==> config.mk <==
export PLATFORM = sky130hd
export DESIGN_NAME = cacheline_adapter
export DESIGN_NICKNAME = d
export VERILOG_FILES = /design/src/rtl/cache_pkg.sv /design/src/rtl/cacheline_adapter.sv
export SDC_FILE = /design/constraint.sdc
export NUM_CORES = 1
export LEC_CHECK = 0
export ABC_CLOCK_PERIOD_IN_PS = 2700
export CAP_MARGIN = 20
export CORE_AREA = 4 4 274 276
export DETAILED_ROUTE_END_ITERATION = 10
export DIE_AREA = 0 0 278 280
export DONT_BUFFER_PORTS = 1
export HOLD_SLACK_MARGIN = 0.03
export SLEW_MARGIN = 25
export SYNTH_ARGS = -nofsm -noshare
export SYNTH_HDL_FRONTEND = slang
export SYNTH_SLANG_ARGS = --single-unit
==> constraint.sdc <==
create_clock -name clk -period 2.7 [get_ports clk]
set_clock_uncertainty 0.1 [all_clocks]
set_input_delay 0.405 -clock clk [delete_from_list [all_inputs] [get_ports clk]]
set_output_delay 0.405 -clock clk [all_outputs]
set_load 0.05 [all_outputs]
==> src/rtl/cache_pkg.sv <==
// Shared cache-side definitions: adapter FSM states and line/beat geometry.
package cache_pkg;

    localparam int LINE_WIDTH  = 256;
    localparam int BEAT_WIDTH  = 64;
    localparam int BEATS       = LINE_WIDTH / BEAT_WIDTH;
    localparam int OFFSET_BITS = 5;

    typedef enum logic [2:0] {
        IDLE,
        RD_REQ,
        RD_DATA,
        WR_BEAT,
        DONE
    } adapter_state_t;

endpackage

==> src/rtl/cacheline_adapter.sv <==
// Bridges a 256-bit cache line port to a 64-bit burst memory (4 beats, ascending order).
// Define CACHELINE_ADAPTER_CHECK_EN to compile in interface protocol assertions.
module cacheline_adapter #(
    parameter int LINE_WIDTH = cache_pkg::LINE_WIDTH,
    parameter int BEAT_WIDTH = cache_pkg::BEAT_WIDTH
) (
    input  logic                  clk,
    input  logic                  rst,
    input  logic [31:0]           dfp_addr,
    input  logic                  dfp_read,
    input  logic                  dfp_write,
    input  logic [LINE_WIDTH-1:0] dfp_wdata,
    output logic [LINE_WIDTH-1:0] dfp_rdata,
    output logic                  dfp_resp,
    output logic [31:0]           bmem_addr,
    output logic                  bmem_read,
    output logic                  bmem_write,
    output logic [BEAT_WIDTH-1:0] bmem_wdata,
    input  logic                  bmem_ready,
    input  logic [BEAT_WIDTH-1:0] bmem_rdata,
    input  logic                  bmem_rvalid
);
    import cache_pkg::*;

    localparam int NBEATS = LINE_WIDTH / BEAT_WIDTH;
    localparam int CNT_W  = $clog2(NBEATS);
    localparam logic [CNT_W-1:0] LAST_BEAT = CNT_W'(NBEATS - 1);

    adapter_state_t                         r_state;
    adapter_state_t                         w_next;
    logic [CNT_W-1:0]                       r_cnt;
    logic [31:0]                            r_addr;
    logic [NBEATS-1:0][BEAT_WIDTH-1:0]      r_wline;
    logic [NBEATS-1:0][BEAT_WIDTH-1:0]      r_rline;

    always_ff @(posedge clk) begin
        if (!rst) begin
            r_state <= IDLE;
        end else begin
            r_state <= w_next;
        end
    end

    // Write wins over read in IDLE; DONE ignores the still-held request.
    always_comb begin
        w_next     = r_state;
        dfp_resp   = 1'b0;
        bmem_read  = 1'b0;
        bmem_write = 1'b0;
        bmem_addr  = '0;
        bmem_wdata = '0;
        case (r_state)
            IDLE: begin
                if (dfp_write) begin
                    w_next = WR_BEAT;
                end else if (dfp_read) begin
                    w_next = RD_REQ;
                end
            end
            RD_REQ: begin
                bmem_read = 1'b1;
                bmem_addr = r_addr;
                if (bmem_ready) begin
                    w_next = RD_DATA;
                end
            end
            RD_DATA: begin
                if (bmem_rvalid && (r_cnt == LAST_BEAT)) begin
                    w_next = DONE;
                end
            end
            WR_BEAT: begin
                bmem_write = 1'b1;
                bmem_addr  = r_addr;
                bmem_wdata = r_wline[r_cnt];
                if (bmem_ready && (r_cnt == LAST_BEAT)) begin
                    w_next = DONE;
                end
            end
            DONE: begin
                dfp_resp = 1'b1;
                w_next   = IDLE;
            end
            default: w_next = IDLE;
        endcase
    end

    always_ff @(posedge clk) begin
        if (!rst) begin
            r_cnt   <= '0;
            r_addr  <= '0;
            r_wline <= '0;
            r_rline <= '0;
        end else begin
            case (r_state)
                IDLE: begin
                    r_cnt <= '0;
                    if (dfp_write) begin
                        r_addr  <= dfp_addr;
                        r_wline <= dfp_wdata;
                    end else if (dfp_read) begin
                        r_addr <= dfp_addr;
                    end
                end
                RD_REQ: r_cnt <= '0;
                RD_DATA: begin
                    if (bmem_rvalid) begin
                        r_rline[r_cnt] <= bmem_rdata;
                        r_cnt          <= r_cnt + 1'b1;
                    end
                end
                WR_BEAT: begin
                    if (bmem_ready) begin
                        r_cnt <= r_cnt + 1'b1;
                    end
                end
                default: r_cnt <= '0;
            endcase
        end
    end

    assign dfp_rdata = r_rline;

`ifdef CACHELINE_ADAPTER_CHECK_EN
    a_addr_aligned: assert property (@(posedge clk) disable iff (!rst)
        (r_state == IDLE && (dfp_read || dfp_write)) |-> (dfp_addr[OFFSET_BITS-1:0] == '0));
    a_req_exclusive: assert property (@(posedge clk) disable iff (!rst)
        !(dfp_read && dfp_write));
    a_rd_stable: assert property (@(posedge clk) disable iff (!rst)
        (dfp_read && !dfp_resp) |=> $stable(dfp_addr));
    a_wr_stable: assert property (@(posedge clk) disable iff (!rst)
        (dfp_write && !dfp_resp) |=> ($stable(dfp_addr) && $stable(dfp_wdata)));
    a_rvalid_in_rd: assert property (@(posedge clk) disable iff (!rst)
        (r_state != RD_DATA) |-> !bmem_rvalid);
`endif

endmodule

=== Word-level counts from Yosys, hierarchy flattened ===
Cells that the tools add are included.

* Word-level logic and storage cells: 57
* Input port bits: 358
* Output and inout port bits: 355
* Register bits: 549

* Magnitude comparators: 2
* Muxes and demuxes: 21
* Reduce and logical (&&, ||, !) cells: 11
* Equal/unequal tests: 11
* Add/subtract/negate cells: 1

{| class="wikitable"
|+ Operators with widths
! cell !! number
|-
| bitwise mux 256 bit || 1
|-
| two-way mux 64 bit || 3
|-
| binary-select mux 64 bit (select 2 bit) || 1
|-
| demux 64 bit (select 2 bit) || 1
|-
| two-way mux 32 bit || 3
|-
| two-way mux 3 bit || 5
|-
| one-hot mux 3 bit (4 select lines) || 1
|-
| inequality test 2 bit (second input constant) || 5
|-
| AND reduction 2 bit || 4
|-
| == test 3 x 2 -> 1 bit (second input constant) || 2
|-
| two-way mux 2 bit || 2
|-
| one-hot mux 2 bit (2 select lines) || 1
|-
| AND reduction 4 bit || 1
|-
| == test 3 x 1 -> 1 bit (second input constant) || 1
|-
| == test 3 bit (second input constant) || 1
|-
| logical AND 1 bit || 3
|-
| zero test 3 bit || 1
|-
| less-than comparator 2 x 3 -> 1 bit (second input constant) || 1
|-
| two-way mux 1 bit || 3
|-
| inequality test 3 bit (second input constant) || 1
|-
| adder 2 x 1 -> 2 bit (second input constant) || 1
|-
| == test 2 bit (second input constant) || 1
|-
| greater-or-equal comparator 2 x 1 -> 1 bit (second input constant) || 1
|-
| nonzero test 2 bit || 1
|-
| OR reduction 2 bit || 1
|}

=== Longest topological paths before layout ===
* Word-level depth: 5
* Gate-level depth with buffers: 9

=== Worst setup path before layout ===
Ideal clock, no wire load.

* Path type: reg-to-output
* From: register r_state[0]
* To: output dfp_resp
* Arrival: 1.884 ns
* Path buffers: 2
* Stages on the path, launching flop included: 4
* Path slack: 0.311 ns
* Path through: dfxtp_1 -> clkbuf_1 -> clkbuf_1 -> nor3b_1

* Cells in the longest elaborated chain, start to end: 2

{| class="wikitable"
|+ Ends and longest elaborated chain
! what !! RTL line !! source
|-
| start, declared || cacheline_adapter.sv:29 || <nowiki>adapter_state_t r_state;</nowiki>
|-
| start signal, assigned || cacheline_adapter.sv:40 || <nowiki>r_state <= w_next;</nowiki>
|-
| == test 3 bit || cacheline_adapter.sv:52 || <nowiki>case (r_state)</nowiki>
|-
| two-way mux 1 bit || cacheline_adapter.sv:52 ||
|-
| end, declared || cacheline_adapter.sv:14 || <nowiki>output logic dfp_resp,</nowiki>
|}

No other way between the ends.

=== Worst setup path in the final report ===
* From: register r_cnt[0]
* To: output bmem_wdata[39]

* Cells in the longest elaborated chain, start to end: 3

{| class="wikitable"
|+ Ends and longest elaborated chain
! what !! RTL line !! source
|-
| start, declared || cacheline_adapter.sv:31 || <nowiki>logic [CNT_W-1:0] r_cnt;</nowiki>
|-
| start signal, assigned || cacheline_adapter.sv:109 || <nowiki>r_cnt <= r_cnt + 1'b1;</nowiki>
|-
| start signal, assigned || cacheline_adapter.sv:114 || <nowiki>r_cnt <= r_cnt + 1'b1;</nowiki>
|-
| binary-select mux 64 bit (select 2 bit) || cacheline_adapter.sv:75 || <nowiki>bmem_wdata = r_wline[r_cnt];</nowiki>
|-
| two-way mux 64 bit (implied by the code) || cacheline_adapter.sv:75 ||
|-
| two-way mux 64 bit || cacheline_adapter.sv:52 ||
|-
| end, declared || cacheline_adapter.sv:18 || <nowiki>output logic [BEAT_WIDTH-1:0] bmem_wdata,</nowiki>
|}

No other way between the ends. The select of a mux whose other input is x is not followed.

==> reports/qor.yml <==
yosysMostFrequentCell: "dfxtp_1"
area_delta_synth_final_pct: 36.64
cts_made_buffers: 61
viasPerCell: 5.479
final-hold-violation-count: 0
endpoint_kind: "output pin"
violations: "negative setup slack"
core_um2: 72590
syn_avg_cell_area_um2: 8.393
slowest_stage: "mux4_2"
worstPathRequired_ns: 2.19
die-area_um2: 77840
slew_viol_final: 0
rsz0062_at_grt: "true"
cts_max_path_buffers: 3
critPathLaunchType: "register"
crit_path_frequent_cell: "buf_12"
tns_ns: -0.3155
yosys-top-cells-count: "549 x dfxtp_1, 535 x a21oi_1, 504 x nand2_1, 288 x nand3_1, 288 x o21ai_0"
die_w_um: 278
numClockSinks: 549
antenna_found_initial: 15
ant_nets: 0
cts_max_level: 2
place_hpwl_um: 57550
hold_path.class: "input pin to register"
synth_edf_count: 0
finalNetCount: 3303
status: "complete, but fails checks"
p_per_area_nw_per_um2: 809.2
r2r-end: "r_state[1]"
min_period_over_period_pct: 101.6
cts_tree: "built"
path_cells: "buf_12 -> clkbuf_16 -> mux4_2 -> and3_4 -> buf_12"
min_period_ns: 2.743
drt-total-wl_um: 91310
worstReg2RegStart: "r_cnt[0]"
cp-startpoint: "r_cnt[0]"
r2r_slack_ns: 0.12
cp-endpoint: "bmem_wdata[39]"
max_freq_mhz: 364.6
ys_ff_latch: 549
root_buffer: "clkbuf_16"
dp.cells: 3455
rows: 99
synth_area_leaders: "dfxtp_1 49%, a21oi_1 12%, nand2_1 8.5%, nand3_1 6.5%, o21ai_0 6.5%"
relSlewSlack_pct: 46.09
post_synth_num_cell_types: 36
postSynth.asyncResetShare_pct: 0
die_h_um: 280
setup_viol: 12
reg2reg_depth: 8
insertion_delay_ns: 0.63
drt_pass1_iterations: 6
grt-ovfl-total: 0
drcViolationCount: 0
dp_slack_ns: 0.4775
cp.arrival_ns: 2.24
drv_cap: 0
io_pins: 713
fillers: 6889
drt_iter0_markers: 2321
crit_type: "register to output pin"
gp_congestion: 0.8706
p_leak_nw: 10.42
ys.flop_type: "dfxtp_1"
synth_top_area_share_pct: 49.28
worst-slew-pin-transition_ns: 0.8086
portBuffers: 0
grt_pass1_vias: 20820
drive_gt1_share_pct: 14.54
grt_max_degree: 106
grt.total_usage_pct: 21.56
yosysTopAreaCell: "dfxtp_1"
instances_no_fill: 3965
grt_pass1_wl_um: 132500
critical-path-max-stage-delay_ns: 0.50
wire_per_inst_um: 23.03
syn_area_um2: 22300
ys_seq_area_share_pct: 49.28
start_util_pct: 30.72
crit_fanout: 7
netlist_instances: 2657
vias: 21730
vdd_drop_max_uv: 644.1
path_clk_slew_ns: 0.06
synth_nets: 3019
yosysWarnings: 0
fin_ws_ns: -0.04255
==> kinds of logic after synthesis <==
logic type / count (synthesis) / share of synthesized area, %
buffers and inverters: 281 / 6.289
muxes: 66 / 6.553
xor gates and xnor gates: 1 / 0.03928
adders and majority gates: 4 / 0.2244
AOI/OAI and AO/OA: 837 / 19.01
DFF: 549 / 49.28
and+or+nand+nor: 919 / 18.60
==> state kept, by name, summed over array words and instances, names as in the netlist <==
register	count
r_state	3
dfp_rdata	256
r_wline	256
r_addr	32
r_cnt	2
==> how the worst min path moves through the flow <==
stage               slack, ns  cells past startpoint      endpoint          from
floorplan                0.33                      2  r_wline[117]  r_wline[117]
global placement         0.34                      2  r_wline[130]  r_wline[130]
detailed placement       0.34                      2  r_wline[130]  r_wline[130]
CTS                      0.12                      4   r_wline[57]     dfp_write
global route             0.15                      4   r_wline[38]     dfp_write
finish                   0.16                      4   r_wline[13]     dfp_write
==> placed cells by master, fill, tap and decap left out, drive strengths merged, types with 2 or more instances in the layout <==
cell type and instances:
bufinv 4, or3 2, nand2 514, clkinv 16, o21ai 288, clkinvlp 5, diode 15, nor2 6
buf 132, ha 4, clkbuf 90, and3 64, nand3 288, nand2b 3, mux4 64, a21oi 545
inv 10, mux2i 2, dlygate4sd3 357, and2 32, dfxtp 549, nor2b 2
==> where the power goes <==
part           total, mW  switching (mW)  internal, mW
registers           10.1            1.09          9.01
clock network       8.54            3.57          4.97
logic               6.02            3.89          2.13
total               24.7            8.54          16.1
==> per-layer routing <==
metal / part of all wire [%] / wire [um] / vias to the layer above / global-route usage (%)
li1: - / - / 9812 / -
met1: 37 / 34100 / 10380 / 26.10
met2: 47 / 42870 / 1255 / 35.06
met3: 9.8 / 8974 / 272 / 6.091
met4: 5.8 / 5252 / 6 / 11.19
met5: 0.11 / 105 / - / 0.6716
==> what timing repair did <==
action / 4_1_cts / 5_1_grt
resized for setup: 89 / 30
cloned: 1 / 5
setup endpoints to repair: 91 / 89
hold buffers: 357 / 0
setup buffers: 6 / 13
hold endpoints to repair: 549 / 0
==> worst max-delay path: cells and delay by family (launching register included) <==
family,cells,cell delay (ns)
multiplexers,1,0.50
buffers and inverters,3,0.46
AND/OR/NAND/NOR,1,0.21
flip-flops,1,0.43
==> layout make-up <==
| class | count | area [um2] | area share (%) |
|---|---|---|---|
| Clock inverter | 27 | 309.0 | 1.014 |
| Timing Repair Buffer | 494 | 5819 | 19.10 |
| Multi-Input combinational cell | 1827 | 10290 | 33.78 |
| Clock buffer | 86 | 1772 | 5.814 |
| Antenna cell | 15 | 37.54 | 0.1232 |
| Inverter | 8 | 37.54 | 0.1232 |
| Sequential cell | 549 | 11000 | 36.11 |
| Tap cell | 959 | 1200 | 3.938 |
==> through the flow <==
step / area, um2 / hold slack, ns / util [%] / total power [mW]
2_1_floorplan: 22300 / 0.3331 / - / 13.89
3_3_place_gp: 24100 / 0.3385 / 33.20 / 15.32
3_5_place_dp: 24100 / 0.3433 / 33.20 / 15.36
4_1_cts: 30090 / 0.1214 / 41.45 / 24.49
5_1_grt: 30470 / 0.1470 / 41.97 / 25.67
6_report: 30470 / 0.1568 / 41.98 / 24.66
Note: power is estimated with default switching activity, not from simulation.
